**src/rtl/jinsn_encoder.sv**
```systemverilog
// Packs (rd, byte offset) requests into RV32I JAL words behind a 2-entry valid/ready FIFO.
// Optional offset legality checking is enabled by defining JENC_RANGE_CHECK_EN.
module jinsn_encoder #(
  parameter int unsigned CNT_W  = 16,
  parameter logic [6:0]  OPCODE = 7'b1101111
) (
  input  logic             CLK,
  input  logic             RST_N,
  input  logic             in_valid,
  output logic             in_ready,
  input  logic [4:0]       in_rd,
  input  logic [31:0]      in_offset,
  output logic             out_valid,
  input  logic             out_ready,
  output logic [31:0]      out_insn,
  output logic             out_err,
  output logic             err_seen,
  output logic [CNT_W-1:0] insn_count
);

  localparam logic [31:0] NopInsn = 32'h0000_0013;

  logic [31:0]      insn_q [2];
  logic [1:0]       err_q;
  logic             rd_ptr_q, wr_ptr_q;
  logic [1:0]       occ_q, occ_d;
  logic [CNT_W-1:0] count_q;

  logic [31:0] enc_insn;
  logic [31:0] wr_insn;
  logic        wr_err;
  logic        push, pop;

  assign enc_insn = {in_offset[20], in_offset[10:1], in_offset[11], in_offset[19:12],
                     in_rd, OPCODE};

`ifdef JENC_RANGE_CHECK_EN
  logic illegal;
  logic err_seen_q;

  // Legal offsets are even and sign-extend cleanly from bit 20.
  assign illegal = in_offset[0] | (in_offset[31:20] != {12{in_offset[20]}});
  assign wr_insn = illegal ? NopInsn : enc_insn;
  assign wr_err  = illegal;

  always_ff @(posedge CLK or negedge RST_N) begin
    if (!RST_N) begin
      err_seen_q <= 1'b0;
    end else if (push && illegal) begin
      err_seen_q <= 1'b1;
    end
  end

  assign err_seen = err_seen_q;
`else
  logic unused_off;

  assign unused_off = ^{in_offset[31:21], in_offset[0], NopInsn};
  assign wr_insn    = enc_insn;
  assign wr_err     = 1'b0;
  assign err_seen   = 1'b0;
`endif

  assign in_ready  = (occ_q != 2'd2);
  assign out_valid = (occ_q != 2'd0);
  assign push      = in_valid & in_ready;
  assign pop       = out_valid & out_ready;

  always_comb begin
    occ_d = occ_q;
    unique case ({push, pop})
      2'b10:   occ_d = occ_q + 2'd1;
      2'b01:   occ_d = occ_q - 2'd1;
      default: occ_d = occ_q;
    endcase
  end

  always_ff @(posedge CLK or negedge RST_N) begin
    if (!RST_N) begin
      insn_q[0] <= '0;
      insn_q[1] <= '0;
      err_q     <= '0;
      rd_ptr_q  <= 1'b0;
      wr_ptr_q  <= 1'b0;
      occ_q     <= 2'd0;
      count_q   <= '0;
    end else begin
      if (push) begin
        insn_q[wr_ptr_q] <= wr_insn;
        err_q[wr_ptr_q]  <= wr_err;
        wr_ptr_q         <= ~wr_ptr_q;
      end
      if (pop) begin
        rd_ptr_q <= ~rd_ptr_q;
        count_q  <= count_q + CNT_W'(1);
      end
      occ_q <= occ_d;
    end
  end

  // Outputs read as zero whenever the FIFO is empty, including straight out of reset.
  assign out_insn   = out_valid ? insn_q[rd_ptr_q] : '0;
  assign out_err    = out_valid & err_q[rd_ptr_q];
  assign insn_count = count_q;

endmodule
```
**config.mk**
```make
export PLATFORM = sky130hd
export DESIGN_NAME = jinsn_encoder
export DESIGN_NICKNAME = d
export VERILOG_FILES = /design/src/rtl/jinsn_encoder.sv
export SDC_FILE = /design/constraint.sdc
export NUM_CORES = 1
export LEC_CHECK = 0
export BUFFER_PORTS_ARGS = -buffer_cell sky130_fd_sc_hd__buf_2
export CORE_UTILIZATION = 45
export DETAILED_ROUTE_END_ITERATION = 12
export MAX_ROUTING_LAYER = met4
export PLACE_DENSITY = 0.77
export SYNTH_ARGS = -nofsm -noshare
export SYNTH_HDL_FRONTEND = slang
export SYNTH_SLANG_ARGS = --single-unit
```
**constraint.sdc**
```tcl
create_clock -name CLK -period 1.81 [get_ports CLK]
set_input_delay 0.543 -clock CLK [delete_from_list [all_inputs] [get_ports CLK]]
set_output_delay 0.543 -clock CLK [all_outputs]
set_load 0.02 [all_outputs]
```
* Word-level counts from Yosys, hierarchy flattened
Index checks and enable logic that the tools add are counted.
** Word-level totals
- Flip-flop bits (word level) :: 86
- Bits in latches :: 0
- Memories :: 0
- Output and inout port bits :: 52
- ROM bits :: 0
- Memory bits (writable) :: 0
** Cells by class
- Equality and inequality tests :: 3
- $mul :: 0
- Add/subtract/negate cells :: 3
- Bitwise logic cells :: 9
- Shift operators :: 0
- Order comparisons :: 6
- Mux-type cells :: 12
- Reductions and logical operators :: 4
- Div/mod/pow operators :: 0
** Operators with widths (number)
- two-way mux 32 bit :: 5
- bitwise mux 64 bit :: 1
- demux 32 bit (select 1 bit) :: 1
- adder 16 x 1 -> 16 bit, second input constant :: 1
- >= comparator 2 bit, second input constant :: 2
- less-than comparator 1 x 2 -> 1 bit, second input constant :: 2
- NOT 1 -> 2 bit :: 2
- one-hot mux 2 bit (2 select lines) :: 1
- nonzero test 2 bit :: 2
- AND 1 bit :: 3
- two-way mux 1 bit :: 3
- adder 2 x 1 -> 2 bit, second input constant :: 1
- AND 2 bit :: 1
- equality test 2 x 1 -> 1 bit, second input constant :: 1
- equality test 2 bit, second input constant :: 1
- logical AND 1 bit :: 2
- less-than comparator 2 x 1 -> 1 bit, second input constant :: 1
- != test 2 bit, second input constant :: 1
- NOT 1 bit :: 2
- NOT 2 bit :: 1
- subtractor 2 x 1 -> 2 bit, second input constant :: 1
- demux 1 bit (select 1 bit) :: 1
- >= comparator 1 bit, second input constant :: 1

* Longest topological paths before layout
Gate-level depths: netlist of the first run.
- Depth in word-level cells :: 6
- Depth in mapped cells :: 7
- Mapped depth without buffers :: 6

* Worst setup path before layout of the first run
No wires, ideal clock.
- Path type :: register to output
- From :: reg rd_ptr_q
- To :: out out_insn[1]
- Arrival :: 1.610 ns
- Stages on the path, launching flop included :: 6
- Path slack :: -0.343 ns
- Required time :: 1.267 ns
- Cells stage by stage :: dfrtp_1 buf_2 buf_2 mux2i_1 nor2_1 buf_4
** On the way
- Longest elaborated chain between the ends :: 5
** Ends and longest elaborated chain
- start: declaration :: line 25 : logic rd_ptr_q, wr_ptr_q;
- start signal: assignment :: line 94 : rd_ptr_q <= ~rd_ptr_q;
- NOT 1 -> 2 bit (not written as such) :: line 102 : assign out_insn = out_valid ? insn_q[rd_ptr_q] : '0;
- two-way mux 32 bit (not written as such) (3 in series) :: line 102
- two-way mux 32 bit :: line 102
- end: declaration :: line 15 : output logic [31:0] out_insn,
No other way between the ends. The select of a mux whose other input is x is not followed.

* Worst setup path in the final report of the first run
- From :: reg rd_ptr_q
- To :: out out_insn[8]
The elaborated chain is that of the path after synthesis.

==> impl_metrics.yaml, run 1 <==
status:
  status: "finished with violations"
  violations: "negative setup slack"
finish:
  antenna_cells: 0
  drive_gt1_share_pct: 48.6
  mostFrequentLayoutCells: "73 x dfrtp_1, 67 x buf_2, 36 x mux2_4"
  multi_input_area_sq_um: 1560
  seqCellArea_sq_um: 1850
  layout.nets: 393
  nFillCells: 637
  layout.cells.most_common: "dfrtp_1"
  areaGrowthSynthToFinish_pct: 24.6
  final_area_sq_um: 4430
clock_tree:
  clock_sinks: 74
  cts_tree: "built"
  clk_latency_ns: 0.33
  numCtsBuffers: 9
  clk_pin_slew_ns: 0.07
  cts_root_buffer: "clkbuf_8"
  clock_path_buffers: 2
  hold_buffers: 0
  cts_max_level: 3
worst_setup_path:
  critPathLaunch: "rd_ptr_q"
  worstPathArrival_ns: 1.41
  timing.rr.start: "occ_q[0]"
  path_max_fanout: 16
  end_kind: "output pin"
  path_class: "register to output pin"
  startpoint_type: "register"
  required_ns: 1.27
synth:
  synth-simple-area-share_pct: 9.40
  synth_top_family_by_area: "multiplexers"
  synthAdderAreaFrac_pct: 0.704
  synthDistinctLibCells: 36
  synth_mux_area_share_pct: 27.6
  netlist.area_leader.share_pct: 52.1
  yosys_warnings: 0
  syn_inst: 260
  synth_compound_area_share_pct: 0.634
  synth_top_cells_by_area: "dfrtp_1 52%, mux2_4 15%, mux2i_1 7.6%"
  netlist_area_sq_um: 3550
  syn_area_per_cell_sq_um: 13.7
  synth-xor-area-share_pct: 4.93
  ys_seq_area_share_pct: 52.1
  yosys.area.top_type: "dfrtp_1"
  ys_ff_latch: 74
routing:
  via_count: 2231
  via_per_inst: 4.89
  drt_wl_total_mm: 6.63
  ant_nets: 0
  drt_iter0_markers: 76
  drc: 0
  wl_per_cell_microns: 14.5
  first_pass_iters: 4
die:
  start_util_pct: 46.2
  die_w_microns: 90.9
  fp.dieArea_sq_um: 8260
  core_area_sq_um: 7690
  ios: 93
  die-height_microns: 90.9
  rows: 32
timing:
  setup_slack_ns: -0.139
  hold_viol: 0
  worst_hold_slack_ns: 0.0779
  slew_viol_final: 0
  fin_crit_sh_pct: 108
  fmax_mhz: 513
  setup_violations: 32
  fin_crit_ns: 1.95
  skew_ns: 0.00909
  grt_setup_unrepaired: "yes"
  fin_tns_setup_ns: -3.26
placement:
  port_buffers: 78
  dp_hpwl_mm: 4.63
  post_dp_cell_area_sq_um: 4140
  pre_cts_slack_ns: 0.129
  place_congestion: 0.689
global_route:
  grtUsageTotal_pct: 17.7
  grt_max_degree: 31
  grtUsageMet2_pct: 28.8
  first_global_vias: 2284
  grt_first_pass_wirelength_mm: 11.0
  antenna_found_initial: 0
  grt_overflow: 0
  busiest_layer: "met2"
  grt_use_met1_pct: 22.5
  grt_use_met3_pct: 3.37
power:
  power_leakage_nw: 2.24
  finalPower_mw: 8.64
  p_per_area_nw_per_um2: 1950
  peakVddDrop_uv: 891
flow_run:
  drv_cap: 0
hold_path:
  hold_class: "primary input to asynchronous set/reset pin"
registers in the layout, summed over array words and instances (netlist names):
register	count
rd_ptr_q	1
wr_ptr_q	1
insn_q	52
occ_q	2
err_q	2
insn_count	16
final timing paths:
check                      depth (start not counted)  slack, ns             end
max                                                4      -0.14     out_insn[8]
min                                                1       0.08  insn_count[14]
max reg2reg                                        7       0.17      insn_q[47]
min reg2reg                                        1       0.47  insn_count[15]
max in group asynchronous                          2       1.29      insn_q[15]
min in group CLK                                   2       0.45      insn_q[26]
layout make-up:
type	count	share of cell area [%]
Sequential cell	74	41.8
Multi-Input combinational cell	164	35.2
Timing Repair Buffer	95	15.4
Clock buffer	12	3.28
Tap cell	102	2.88
Clock inverter	3	0.904
Inverter	6	0.508
power breakdown:
| part | internal [mW] | leakage [nW] | switching (mW) |
|---|---|---|---|
| registers | 2.36 | 0.877 | 0.470 |
| clock network | 0.664 | 0.0962 | 0.547 |
| logic | 2.34 | 1.27 | 2.26 |
| total | 5.36 | 2.24 | 3.28 |
synth_stat cells (all sizes together):
| master | number |
|---|---|
| and4 | 1 |
| mux2i | 27 |
| and3 | 2 |
| dfrtp | 74 |
| ha | 2 |
| nand2 | 5 |
| nor3 | 2 |
| nand3 | 6 |
| or3 | 1 |
| clkbuf | 2 |
| mux2 | 51 |
| and2 | 2 |
| or2 | 1 |
| conb | 1 |
| nand4 | 2 |
| nor2 | 35 |
| o21ai | 1 |
| buf | 15 |
| o211a | 1 |
| xor2 | 5 |
| inv | 6 |
| nor2b | 1 |
| xnor2 | 15 |
| nand2b | 2 |
through the flow:
step / cells / util [%]
after floorplan: 261 / -
after global placement: 437 / 53.8
after detailed placement: 437 / 53.8
after CTS: 454 / 56.7
after global routing: 456 / 57.6
final: 456 / 57.6
worst max-delay path: stages (launching register included):
cell	delay (ns)
dfrtp_2	0.45
buf_12	0.20
mux2i_1	0.21
nor2_1	0.06
buf_2	0.15
logic make-up (layout without fill, tap and decap cells):
group | Yosys count | in the layout
adder cells (fa/ha/maj) | 2 | 2
AND/OR/NAND/NOR | 60 | 60
other | 1 | 2
flip-flops | 74 | 74
buffers and inverters | 23 | 116
AO/OA/AOI/OAI | 2 | 2
XOR/XNOR | 20 | 20
multiplexers | 78 | 78
routing by layer:
metal,vias to the layer above,wire length (microns)
li1,1047,-
met1,1115,3030
met2,64,3280
met3,5,282
met4,0,41
met5,-,0
what timing repair did:
action / 4_1_cts / 5_1_grt
setup buffers: 1 / 3
gates resized for setup: 7 / 19
pin swaps: 1 / 3
gates cloned: 1 / 0
endpoints found under the setup margin: 33 / 34
Note: power is estimated with default switching activity, not from simulation.
==> inputs of run 2 (changes only) <==
--- a/config.mk
+++ b/config.mk
@@ -8,7 +8,6 @@
 export BUFFER_PORTS_ARGS = -buffer_cell sky130_fd_sc_hd__buf_2
 export CORE_UTILIZATION = 45
 export DETAILED_ROUTE_END_ITERATION = 12
-export MAX_ROUTING_LAYER = met4
 export PLACE_DENSITY = 0.77
 export SYNTH_ARGS = -nofsm -noshare
 export SYNTH_HDL_FRONTEND = slang
==> impl_metrics.yaml, run 2 (same netlist as run 1, synthesis figures left out) <==
power:
  p_per_area_nw_per_um2: 1950
  peakVddDrop_uv: 890
  p_sw_share_pct: 37.9
  internal-power_mw: 5.37
  p_switching_mw: 3.27
  power.clock.fraction_pct: 14.0
  sequentialPowerShare_pct: 32.7
  power_leakage_nw: 2.24
  pwr-share-comb_pct: 53.3
routing:
  drt_iter0_markers: 76
  via_count: 2224
  via_per_inst: 4.88
  drc: 0
  wl_per_cell_microns: 14.5
  ant_nets: 0
  first_pass_iters: 4
  drt_wl_total_mm: 6.61
clock_tree:
  clk_pin_slew_ns: 0.07
  clock_sinks: 74
  numCtsBuffers: 9
  cts_max_level: 3
  clock_path_buffers: 2
  cts_tree: "built"
  hold_buffers: 0
  cts_root_buffer: "clkbuf_8"
  clk_latency_ns: 0.33
worst_setup_path:
  path_max_fanout: 16
  startpoint_type: "register"
  worstPathArrival_ns: 1.41
  path_cells: "buf_12 -> mux2i_1 -> nor2_1 -> buf_2"
  path_class: "register to output pin"
  required_ns: 1.27
  slowest_stage: "dfrtp_2"
  max_stage_delay_ns: 0.45
  end_kind: "output pin"
finish:
  mostFrequentLayoutCells: "73 x dfrtp_1, 67 x buf_2, 36 x mux2_4"
  drive_gt1_share_pct: 48.6
  largest_register_ffs: 52
  antenna_cells: 0
  instances_no_fill: 456
  final_util_pct: 57.6
  final_area_sq_um: 4430
  areaGrowthSynthToFinish_pct: 24.6
  top_register: "insn_q"
  nFillCells: 637
  layout.nets: 393
  layout.cells.most_common: "dfrtp_1"
status:
  violations: "negative setup slack"
  status: "finished with violations"
global_route:
  grt_max_degree: 31
  grt_first_pass_wirelength_mm: 11.0
  antenna_found_initial: 0
  grt_overflow: 0
  grtUsageTotal_pct: 17.2
  first_global_vias: 2280
timing:
  setup_slack_ns: -0.138
  setup_violations: 32
  grt_setup_unrepaired: "yes"
  fin_crit_sh_pct: 108
  hold_viol: 0
  fmax_mhz: 513
  skew_ns: 0.00866
  fin_crit_ns: 1.95
  slew_viol_final: 0
die:
  start_util_pct: 46.2
  rows: 32
  die_w_microns: 90.9
  die-height_microns: 90.9
  fp.dieArea_sq_um: 8260
  ios: 93
  core_area_sq_um: 7690
placement:
  place_congestion: 0.682
  port_buffers: 78
  dp_hpwl_mm: 4.63
  dp.cells: 437
  post_dp_cell_area_sq_um: 4140
flow_run:
  drv_cap: 0
hold_path:
  hold_class: "primary input to asynchronous set/reset pin"
[run 2: layout make-up]
cell class | instances | area [sq um] | area share (%)
inverters | 6 | 22.5 | 0.508
clock inverters | 3 | 40.0 | 0.904
flip-flops and latches | 74 | 1850 | 41.8
repair buffers | 95 | 682 | 15.4
multi-input cells | 164 | 1560 | 35.2
well taps | 102 | 128 | 2.88
clock buffers | 12 | 145 | 3.28
[run 2: worst max-delay path, delay by kind of cell, from the launching register on]
kind / cells / cell delay (ns)
buffers and inverters: 2 / 0.35
and+or+nand+nor: 1 / 0.06
muxes: 1 / 0.21
DFF: 1 / 0.45
[run 2: what timing repair did]
action | CTS | global route
buffers inserted | 1 | 3
pin swaps | 1 | 3
resized for setup | 7 | 19
setup endpoints to repair | 33 | 34
gates cloned | 1 | 0
[run 2: worst paths after layout]
check | startpoint | endpoint | slack [ns] | depth (start not counted)
setup / recovery | rd_ptr_q | out_insn[8] | -0.14 | 4
hold / removal | RST_N | insn_count[14] | 0.08 | 1
setup reg to reg | occ_q[0] | insn_q[47] | 0.17 | 7
hold reg to reg | insn_count[15] | insn_count[15] | 0.47 | 1
max in group asynchronous | RST_N | insn_q[15] | 1.29 | 2
min in group CLK | in_offset[6] | insn_q[26] | 0.45 | 2
[run 2: power groups by stage]
stage / registers, mW / logic, mW / clock network, mW
after floorplan: 2.80 / 3.23 / 0
after global placement: 2.80 / 4.26 / 0
after detailed placement: 2.86 / 4.34 / 0
after CTS: 2.83 / 4.47 / 1.25
after global routing: 2.93 / 4.94 / 1.31
final: 2.83 / 4.60 / 1.21
[run 2: layer usage]
metal	global-route usage [%]	part of all wire, %
met2	28.7	49
met5	0	0
met4	5.16	0.92
met3	3.87	5.0
met1	22.3	45
[run 2: stage by stage]
step	setup WS, ns	power [mW]	hold slack, ns	TNS [ns]
3_5_place_dp	0.129	7.19	0.435	0
5_1_grt	-0.213	9.18	0.0806	-5.71
4_1_cts	-0.162	8.54	0.0717	-3.47
6_report	-0.138	8.64	0.0776	-3.22
2_1_floorplan	0.0221	6.03	0.247	0
3_3_place_gp	0.124	7.07	0.432	0
